### src/rtl/gpu_pkg.sv
// Shared GPU definitions for the palette path: opcodes, sequencer states,
// palette geometry and the slot/half address packing.
package gpu_pkg;

    localparam int unsigned PAL_SLOTS = 16;
    localparam int unsigned PAL_AW    = $clog2(PAL_SLOTS) + 1;

    localparam logic [4:0] PAL_WRITE = 5'b10011;
    localparam logic [4:0] PAL_BURST = 5'b10101;
    localparam logic [4:0] PAL_CLEAR = 5'b10100;

    typedef enum logic [1:0] {
        ST_IDLE,
        ST_WR_DATA,
        ST_BURST_DATA,
        ST_CLEAR
    } pal_state_t;

    // Half 0 holds RG, half 1 holds BX.
    function automatic logic [PAL_AW-1:0] pal_addr(input logic [3:0] slot, input logic half);
        return {slot, half};
    endfunction

endpackage

### src/rtl/palette_seq_if.sv
// Command stream from the decoder into the palette sequencer (valid/ready).
interface palette_seq_if #(
    parameter int unsigned DW = 16
);
    logic [DW-1:0] cmd;
    logic          cmdValid;
    logic          cmdReady;

    modport master (output cmd, output cmdValid, input cmdReady);
    modport slave  (input cmd, input cmdValid, output cmdReady);
endinterface

### src/rtl/palette_arb.sv
// Palette port mux: pixel reads own the port outright; otherwise the pending
// write, or the current clear step when nothing is pending. Build option:
// PALSEQ_VBLANK_ONLY_EN additionally restricts writes to vertical blank.
module palette_arb
    import gpu_pkg::*;
#(
    parameter int unsigned DW = 16
) (
    input  logic              i_pix_re,
    input  logic [PAL_AW-1:0] i_pix_addr,
    input  logic              i_pend_valid,
    input  logic [PAL_AW-1:0] i_pend_addr,
    input  logic [DW-1:0]     i_pend_data,
    input  logic              i_clr_active,
    input  logic [PAL_AW-1:0] i_clr_addr,
    input  logic              i_vblank,
    output logic [PAL_AW-1:0] o_addr,
    output logic [DW-1:0]     o_wdata,
    output logic              o_we,
    output logic              o_gate
);

    logic w_gate;
    logic w_clr_src;

`ifdef PALSEQ_VBLANK_ONLY_EN
    assign w_gate = !i_pix_re && i_vblank;
`else
    logic w_unused_vblank;
    assign w_unused_vblank = i_vblank;
    assign w_gate          = !i_pix_re;
`endif

    // A pending data write drains before the clear walk takes another step.
    assign w_clr_src = i_clr_active && !i_pend_valid;

    always_comb begin
        o_gate  = w_gate;
        o_we    = w_gate && (i_pend_valid || i_clr_active);
        o_wdata = w_clr_src ? '0 : i_pend_data;
        if (i_pix_re)
            o_addr = i_pix_addr;
        else if (w_clr_src)
            o_addr = i_clr_addr;
        else
            o_addr = i_pend_addr;
    end

endmodule

### src/rtl/palette_seq.sv
// Palette command sequencer: turns PAL_WRITE / PAL_BURST / PAL_CLEAR into
// palette writes. Build option: PALSEQ_VBLANK_ONLY_EN (writes only in vblank).
module palette_seq
    import gpu_pkg::*;
#(
    parameter int unsigned SLOTS = 16,
    parameter int unsigned DW    = 16
) (
    input  logic              clk,
    input  logic              rst_n,
    palette_seq_if.slave      cmd_if,
    input  logic              pixRe,
    input  logic [PAL_AW-1:0] pixAddr,
    input  logic              vblank,
    output logic [PAL_AW-1:0] palAddr,
    output logic [DW-1:0]     palWData,
    output logic              palWe,
    output logic              busy,
    output logic              badCmd
);

    localparam logic [PAL_AW-1:0] LAST_ADDR = PAL_AW'(2 * SLOTS - 1);

    pal_state_t        r_state;
    logic [PAL_AW-1:0] r_addr;
    logic [4:0]        r_left;
    logic              r_pend_valid;
    logic [PAL_AW-1:0] r_pend_addr;
    logic [DW-1:0]     r_pend_data;
    logic              r_bad;

    logic              w_pix_re;
    logic              w_gate;
    logic              w_ready;
    logic              w_acc;
    logic              w_drain;
    logic              w_clr_active;
    logic              w_clr_step;
    logic [4:0]        w_opcode;

    // Reset forces the port to its idle values even while a pixel read is asserted.
    assign w_pix_re     = pixRe && rst_n;
    assign w_opcode     = cmd_if.cmd[DW-1 -: 5];
    assign w_clr_active = (r_state == ST_CLEAR);
    assign w_drain      = r_pend_valid && w_gate;
    assign w_clr_step   = w_clr_active && !r_pend_valid && w_gate;
    assign w_acc        = cmd_if.cmdValid && w_ready;

    always_comb begin
        w_ready = 1'b0;
        case (r_state)
            ST_IDLE:                   w_ready = 1'b1;
            ST_WR_DATA, ST_BURST_DATA: w_ready = !r_pend_valid || w_drain;
            default:                   w_ready = 1'b0;
        endcase
        w_ready = w_ready && rst_n;
    end

    assign cmd_if.cmdReady = w_ready;
    assign busy            = (r_state != ST_IDLE) || r_pend_valid;
    assign badCmd          = r_bad;

    palette_arb #(
        .DW (DW)
    ) u_arb (
        .i_pix_re     (w_pix_re),
        .i_pix_addr   (pixAddr),
        .i_pend_valid (r_pend_valid),
        .i_pend_addr  (r_pend_addr),
        .i_pend_data  (r_pend_data),
        .i_clr_active (w_clr_active),
        .i_clr_addr   (r_addr),
        .i_vblank     (vblank),
        .o_addr       (palAddr),
        .o_wdata      (palWData),
        .o_we         (palWe),
        .o_gate       (w_gate)
    );

    always_ff @(posedge clk or negedge rst_n) begin
        if (!rst_n) begin
            r_state      <= ST_IDLE;
            r_addr       <= '0;
            r_left       <= '0;
            r_pend_valid <= 1'b0;
            r_pend_addr  <= '0;
            r_pend_data  <= '0;
            r_bad        <= 1'b0;
        end else begin
            r_bad <= 1'b0;
            // A load in the same cycle overrides the drain below.
            if (w_drain)
                r_pend_valid <= 1'b0;
            case (r_state)
                ST_IDLE: begin
                    if (w_acc) begin
                        case (w_opcode)
                            PAL_WRITE: begin
                                r_addr  <= pal_addr(cmd_if.cmd[10:7], cmd_if.cmd[6]);
                                r_state <= ST_WR_DATA;
                            end
                            PAL_BURST: begin
                                r_addr  <= pal_addr(cmd_if.cmd[10:7], 1'b0);
                                r_left  <= {cmd_if.cmd[3:0], 1'b1};
                                r_state <= ST_BURST_DATA;
                            end
                            PAL_CLEAR: begin
                                r_addr  <= '0;
                                r_state <= ST_CLEAR;
                            end
                            default: r_bad <= 1'b1;
                        endcase
                    end
                end
                ST_WR_DATA: begin
                    if (w_acc) begin
                        r_pend_valid <= 1'b1;
                        r_pend_addr  <= r_addr;
                        r_pend_data  <= cmd_if.cmd;
                        r_state      <= ST_IDLE;
                    end
                end
                ST_BURST_DATA: begin
                    if (w_acc) begin
                        r_pend_valid <= 1'b1;
                        r_pend_addr  <= r_addr;
                        r_pend_data  <= cmd_if.cmd;
                        r_addr       <= r_addr + PAL_AW'(1);
                        if (r_left == '0)
                            r_state <= ST_IDLE;
                        else
                            r_left <= r_left - 5'd1;
                    end
                end
                ST_CLEAR: begin
                    if (w_clr_step) begin
                        if (r_addr == LAST_ADDR)
                            r_state <= ST_IDLE;
                        else
                            r_addr <= r_addr + PAL_AW'(1);
                    end
                end
                default: r_state <= ST_IDLE;
            endcase
        end
    end

endmodule
### src/flat_wrapper.sv
// flat-port wrapper written by rule: the top's interface ports become plain ports
module palette_seq_flat import gpu_pkg::*;
#(
    parameter int unsigned SLOTS = 16,
    parameter int unsigned DW    = 16
)
  (clk, rst_n, pixRe, pixAddr, vblank, palAddr, palWData, palWe, busy, badCmd, cmd_if_cmd, cmd_if_cmdValid, cmd_if_cmdReady);
  palette_seq_if #(.DW(DW)) cmd_if_i ();
  input  logic clk;
  input  logic rst_n;
  input  logic pixRe;
  input  logic [PAL_AW-1:0] pixAddr;
  input  logic vblank;
  output logic [PAL_AW-1:0] palAddr;
  output logic [DW-1:0] palWData;
  output logic palWe;
  output logic busy;
  output logic badCmd;
  input wire logic [$bits(cmd_if_i.cmd)-1:0] cmd_if_cmd;
  input wire logic [$bits(cmd_if_i.cmdValid)-1:0] cmd_if_cmdValid;
  output wire logic [$bits(cmd_if_i.cmdReady)-1:0] cmd_if_cmdReady;
  assign cmd_if_i.cmd = cmd_if_cmd;
  assign cmd_if_i.cmdValid = cmd_if_cmdValid;
  assign cmd_if_cmdReady = cmd_if_i.cmdReady;
  palette_seq #(.SLOTS(SLOTS), .DW(DW)) u_core (.clk(clk), .rst_n(rst_n), .cmd_if(cmd_if_i), .pixRe(pixRe), .pixAddr(pixAddr), .vblank(vblank), .palAddr(palAddr), .palWData(palWData), .palWe(palWe), .busy(busy), .badCmd(badCmd));
endmodule
### config.mk
export PLATFORM = sky130hd
export DESIGN_NAME = palette_seq_flat
export DESIGN_NICKNAME = d
export VERILOG_FILES = /design/src/rtl/gpu_pkg.sv /design/src/rtl/palette_seq_if.sv /design/src/rtl/palette_arb.sv /design/src/rtl/palette_seq.sv /design/src/flat_wrapper.sv
export SDC_FILE = /design/constraint.sdc
export NUM_CORES = 1
export LEC_CHECK = 0
export CORE_MARGIN = 3
export CORE_UTILIZATION = 53
export DETAILED_ROUTE_END_ITERATION = 10
export PLACE_DENSITY = 0.85
export SYNTH_ARGS = -nofsm -noshare
export SYNTH_HDL_FRONTEND = slang
export SYNTH_SLANG_ARGS = --single-unit
### constraint.sdc
create_clock -name clk -period 4.2 [get_ports clk]
set_clock_uncertainty 0.15 [all_clocks]
set_input_delay 0.63 -clock clk [delete_from_list [all_inputs] [get_ports clk]]
set_output_delay 0.63 -clock clk [all_outputs]
set_load 0.005 [all_outputs]
## After elaboration in Yosys (flattened, before gate mapping)

Index checks and enable logic that the tools add are counted.
W data, S select, Z words.

| word-level totals | value |
|---|---|
| flip-flop bits (word level) | 35 |
| word-level logic and storage cells | 78 |
| input port bits | 26 |
| output and inout bits | 25 |

| operators by class | value |
|---|---|
| reductions and logical operators | 23 |
| add/subtract/negate cells | 2 |
| equality and inequality tests | 17 |
| multiplexer cells | 29 |

Operator list:

| operator | count |
|---|---|
| $mux W5 | 10 |
| $pmux W5 S3 | 2 |
| $eq A5 B5 Y1 const B | 4 |
| $mux W16 | 1 |
| $mux W2 | 6 |
| $ne A2 B1 Y1 const B | 6 |
| $pmux W5 S2 | 1 |
| $pmux W2 S4 | 1 |
| $logic_and A1 B1 Y1 | 7 |
| $reduce_and A7 Y1 | 1 |
| $mux W1 | 6 |
| $ne A2 B2 Y1 const B | 3 |
| $pmux W2 S3 | 1 |
| $reduce_and A6 Y1 | 1 |
| $add A5 B1 Y5 const B | 1 |
| $logic_not A5 Y1 | 1 |
| $reduce_and A5 Y1 | 1 |
| $sub A5 B1 Y5 const B | 1 |
| $eq A2 B2 Y1 const B | 2 |
| $ne A4 B4 Y1 const B | 1 |
| $reduce_bool A2 Y1 | 2 |
| $logic_or A1 B1 Y1 | 3 |
| $reduce_bool A3 Y1 | 1 |
| $reduce_or A3 Y1 | 1 |
| other kinds (6) | 7 |

## Depth between registers and ports, before layout

| logic depth | value |
|---|---|
| depth in word-level cells | 9 |
| gate-level depth with buffers | 8 |
| depth with buffers taken out | 8 |

## By module

A second synthesis with hierarchy kept.

| second synthesis, totals | value |
|---|---|
| cells, all modules | 200 |
| area, all modules | 2105.8 um^2 |

By module, submodules not included:

| module | cells each | area each (um^2) | times used | seq. area each (um^2) |
|---|---|---|---|---|
| palette_seq | 162 | 1828.0 | 1 | 875.8 |
| palette_arb | 38 | 277.8 | 1 | 0.0 |

## Worst setup path after synthesis

Ideal clock, no wire load.

| path | value |
|---|---|
| path type | flip-flop to output port |
| start | reg u_core.r_state[0] |
| end | out palAddr[0] |
| stages on the path, launching flop included | 6 |
| required time | 3420 ps |
| path buffers | 1 |
| setup slack | 2050 ps |
| data arrival time | 1370 ps |
| path through | dfrtp_1 > ha_1 > nand2b_1 > buf_1 > mux2i_1 > a21oi_1 |

| between the ends | value |
|---|---|
| longest elaborated chain between the ends | 4 |

Ends and longest elaborated chain:

| item | line | RTL |
|---|---|---|
| start: declaration | palette_seq.sv:24 | `pal_state_t r_state;` |
| start signal: assignment | palette_seq.sv:82 | `r_state <= ST_IDLE;` |
| start signal: assignment | palette_seq.sv:100 | `r_state <= ST_WR_DATA;` |
| start signal: assignment | palette_seq.sv:105 | `r_state <= ST_BURST_DATA;` |
| $eq A2 B2 Y1 | palette_seq.sv:44 | `assign w_clr_active = (r_state == ST_CLEAR);` |
| $logic_and A1 B1 Y1 | palette_arb.sv:35 | `assign w_clr_src = i_clr_active && !i_pend_valid;` |
| $mux W5 | palette_arb.sv:43 | `else if (w_clr_src)` |
| $mux W5 | palette_arb.sv:41 | `if (i_pix_re)` |
| end: declaration | flat_wrapper.sv:14 | `output logic [PAL_AW-1:0] palAddr;` |

No other way between the ends.

## Final worst setup path

| path | value |
|---|---|
| start | reg u_core.r_state[0] |
| end | out palAddr[4] |

Same word-level chain as after synthesis.

==> results.txt <==
post-synthesis sequential area ratio - 42.14%
final hold vios - 0
Finished Layout Cells - 302
delay-heaviest family, CP - simple AND/OR/NAND/NOR gates
gr ovfl total - 0
clock sink count - 35
Max Clock Freq - 305.7 MHz
Initial Utilization - 55.93%
CTS tree - yes
DRC viols - 0
Crit path buffers/inverters - 1
Leakage - 1.199 nW
clock power share - 16.3%
CP endpoint kind - output port
Levels on crit path - 5
critical path peak fanout - 21
Antenna diodes - 0
Die X - 68.62 µm
Critical R2R Launch - u_core.r_state[0]
synth warn - 0
peak supply drop - 370.8 µV
slowest CP cell - nand2b_1
routed len/inst - 14.96 µm
Critical path origin - u_core.r_state[0]
most frequent cells in the layout - 48 x clkdlybuf4s50_1, 35 x dfrtp_1, 19 x mux2_2
Slew Limit Fails - 0
core area - 0.003716 mm²
Tmin final - 3.272 ns
power density over the cells - 706.2 mW/mm²
setup TNS - 0 ns
post-CTS setup buffers - 0
ys flop type - dfrtp_1
final instance area - 0.002711 mm²
vias in the first global route - 1640
clock latency on the worst-skew pair - 0.29 ns
WL met1 - 1898 µm
largest net degree at the start of global routing - 38
die extent in y - 68.62 µm
CTS buffer count - 5
drt pass-1 iters - 4
Synth async-reset ratio - 100.0%
Final Wtd Congestion - 0.7882
Clk pin slew, worst setup/hold paths - 0.07 ns
Routed Antenna Nets - 0
Cells after DPL - 294
uppermost routed layer - met4
Area Overhead vs Synth - 30.46%
layout cells sized above 1 - 13.78%
RSZ-0062 raised after global routing - false
Post-synth EDFFs - 0
dpl cell area - 0.002594 mm²
Arr. time, crit path - 2.49 ns
overall routing resource usage - 21.53%
Mean Syn Cell Area - 10.19 µm²
max-cap violations - 0
Crit path required time - 3.42 ns
first-pass GRT wire length - 7507 µm
initial antenna violation count - 0
CP Class - flip-flop to output port
Row Count - 22
hold_buf cts - 0
met2 routed WL - 2341 µm
post-cts sizing count - 0
number of top-level pins - 51
Yosys cell types - 43
Final HPWL DP - 3220 µm
Area contributors post-synth - dfrtp_1 42%, mux2_2 10%, ha_1 6.0%
total number of vias - 1682
area share of the largest cell type after synthesis - 42.14%
CTS Buffer Depth - 2
DR iter-0 viols - 83
Sw Ratio - 34.85%
die area - 0.004709 mm²
Seq pwr share - 32.0%
synthesized flop and latch total - 35
most common cell after layout, fill and taps aside - clkdlybuf4s50_1
# setup viols final - 0
slowest stage delay, CP - 0.60 ns
Comb power frac - 51.7%
Routed WL - 4519 µm
Worst Tran Pin Value - 0.8181 ns
relative slew slack - 45.46%
Worst R2R Setup Slack - 1.71 ns
Vias per Instance - 5.570
Final period util - 77.90%
met3 WL - 252 µm
I/O Buffers - 49
end of the critical path - palAddr[4]
cell internal pwr - 0.001248 W
CTS H-tree lvls - 2
dominant cell type by area after synthesis - dfrtp_1
Worst Reg2Reg Path Length in Cells - 6
reg-to-reg endpoint - u_core.r_left[3]
syn_nets - 240
crit path cell chain - ha_1 -> nand2b_1 -> mux2i_1 -> a21oi_1 -> clkdlybuf4s50_1
Mapped Area - 0.002078 mm²
Net Sw Power - 0.0006673 W
Synth Instances - 204
status - finished clean
Worst Setup Start Kind - flip-flop
Hold/Removal Path Class - primary input to asynchronous set/reset pin
fin nets - 289
Root Driver - clkbuf_8
power groups by stage:
stage | Clock (W) | Combinational, W | Sequential, W
2_1_floorplan | 0 | 0.000613 | 0.000581
3_3_place_gp | 0 | 0.000964 | 0.000604
3_5_place_dp | 0 | 0.000985 | 0.000616
4_1_cts | 0.000318 | 0.000997 | 0.000611
5_1_grt | 0.000335 | 0.00110 | 0.000633
6_report | 0.000313 | 0.000989 | 0.000613
worst min-delay path by stage:
stage | depth (start not counted) | to
finish | 2 | u_core.r_pend_data[2]
CTS | 2 | u_core.r_pend_data[2]
global route | 2 | u_core.r_pend_data[4]
global placement | 2 | u_core.r_pend_data[0]
floorplan | 0 | u_core.badCmd
detailed placement | 2 | u_core.r_pend_data[0]
through the flow:
stage	power, W	setup WS [ns]	hold WS, ns	utilization (%)
after detailed placement	0.001601	1.234	0.3203	69.80
final	0.001915	0.9283	0.3208	72.96
after floorplan	0.001193	2.050	0.1844	-
after global routing	0.002070	0.7680	0.3414	72.96
after global placement	0.001568	1.230	0.3035	69.80
after CTS	0.001926	0.9080	0.3238	72.96
kinds of logic (layout without fill, tap and decap cells):
group / Yosys count / in the layout / share of synthesized area [%]
AO/OA/AOI/OAI: 40 / 40 / 13.61
adder cells (fa/ha/maj): 10 / 10 / 6.020
multiplexers: 29 / 29 / 15.11
AND/OR/NAND/NOR: 74 / 74 / 19.87
flip-flops: 35 / 35 / 42.14
buffers and inverters: 16 / 66 / 3.251
cells in the mapped netlist (2+ instances only):
cell and instances:
nor3_1 2, nand3b_1 5, o2111ai_1 2, buf_2 3
inv_1 8, nor3b_1 2, nand3_1 5, mux2_2 19
a21oi_1 11, and2_1 18, ha_1 10, a22oi_1 2
nand2_1 15, o21ai_0 10, clkbuf_1 3, and3_1 2
nand2b_1 5, nor2_1 12, o21a_1 2, dfrtp_1 35
mux2i_1 10, nor2b_1 2
routing by layer:
metal / vias up / global-route usage [%]
li1: 820 / -
met1: 817 / 25.08
met2: 41 / 38.26
met3: 4 / 6.159
met4: 0 / 5.955
met5: - / 0
state kept, by name, summed over array words and instances (netlist names):
name	flops
u_core.r_pend_valid	1
u_core.r_state	2
u_core.badCmd	1
u_core.r_pend_addr	5
u_core.r_pend_data	16
u_core.r_addr	5
u_core.r_left	5
worst reg2reg max path, cell delays in order, from the launching register on:
cell and delay (ns):
dfrtp_1 0.42, inv_1 0.14, ha_1 0.57, nor2_1 0.22, a2111oi_4 0.58, mux2i_1 0.25, nand2_1 0.06
area by class of cell:
type,count,area (µm²)
clock buffer,6,82.58
clock inverter,2,35.03
fill,300,1005
inverter,8,30.03
multi-input combinational,153,1135
sequential,35,875.8
tap,48,60.06
timing repair buffer,50,493.0
No activity file was read; power rests on OpenSTA's default activity.
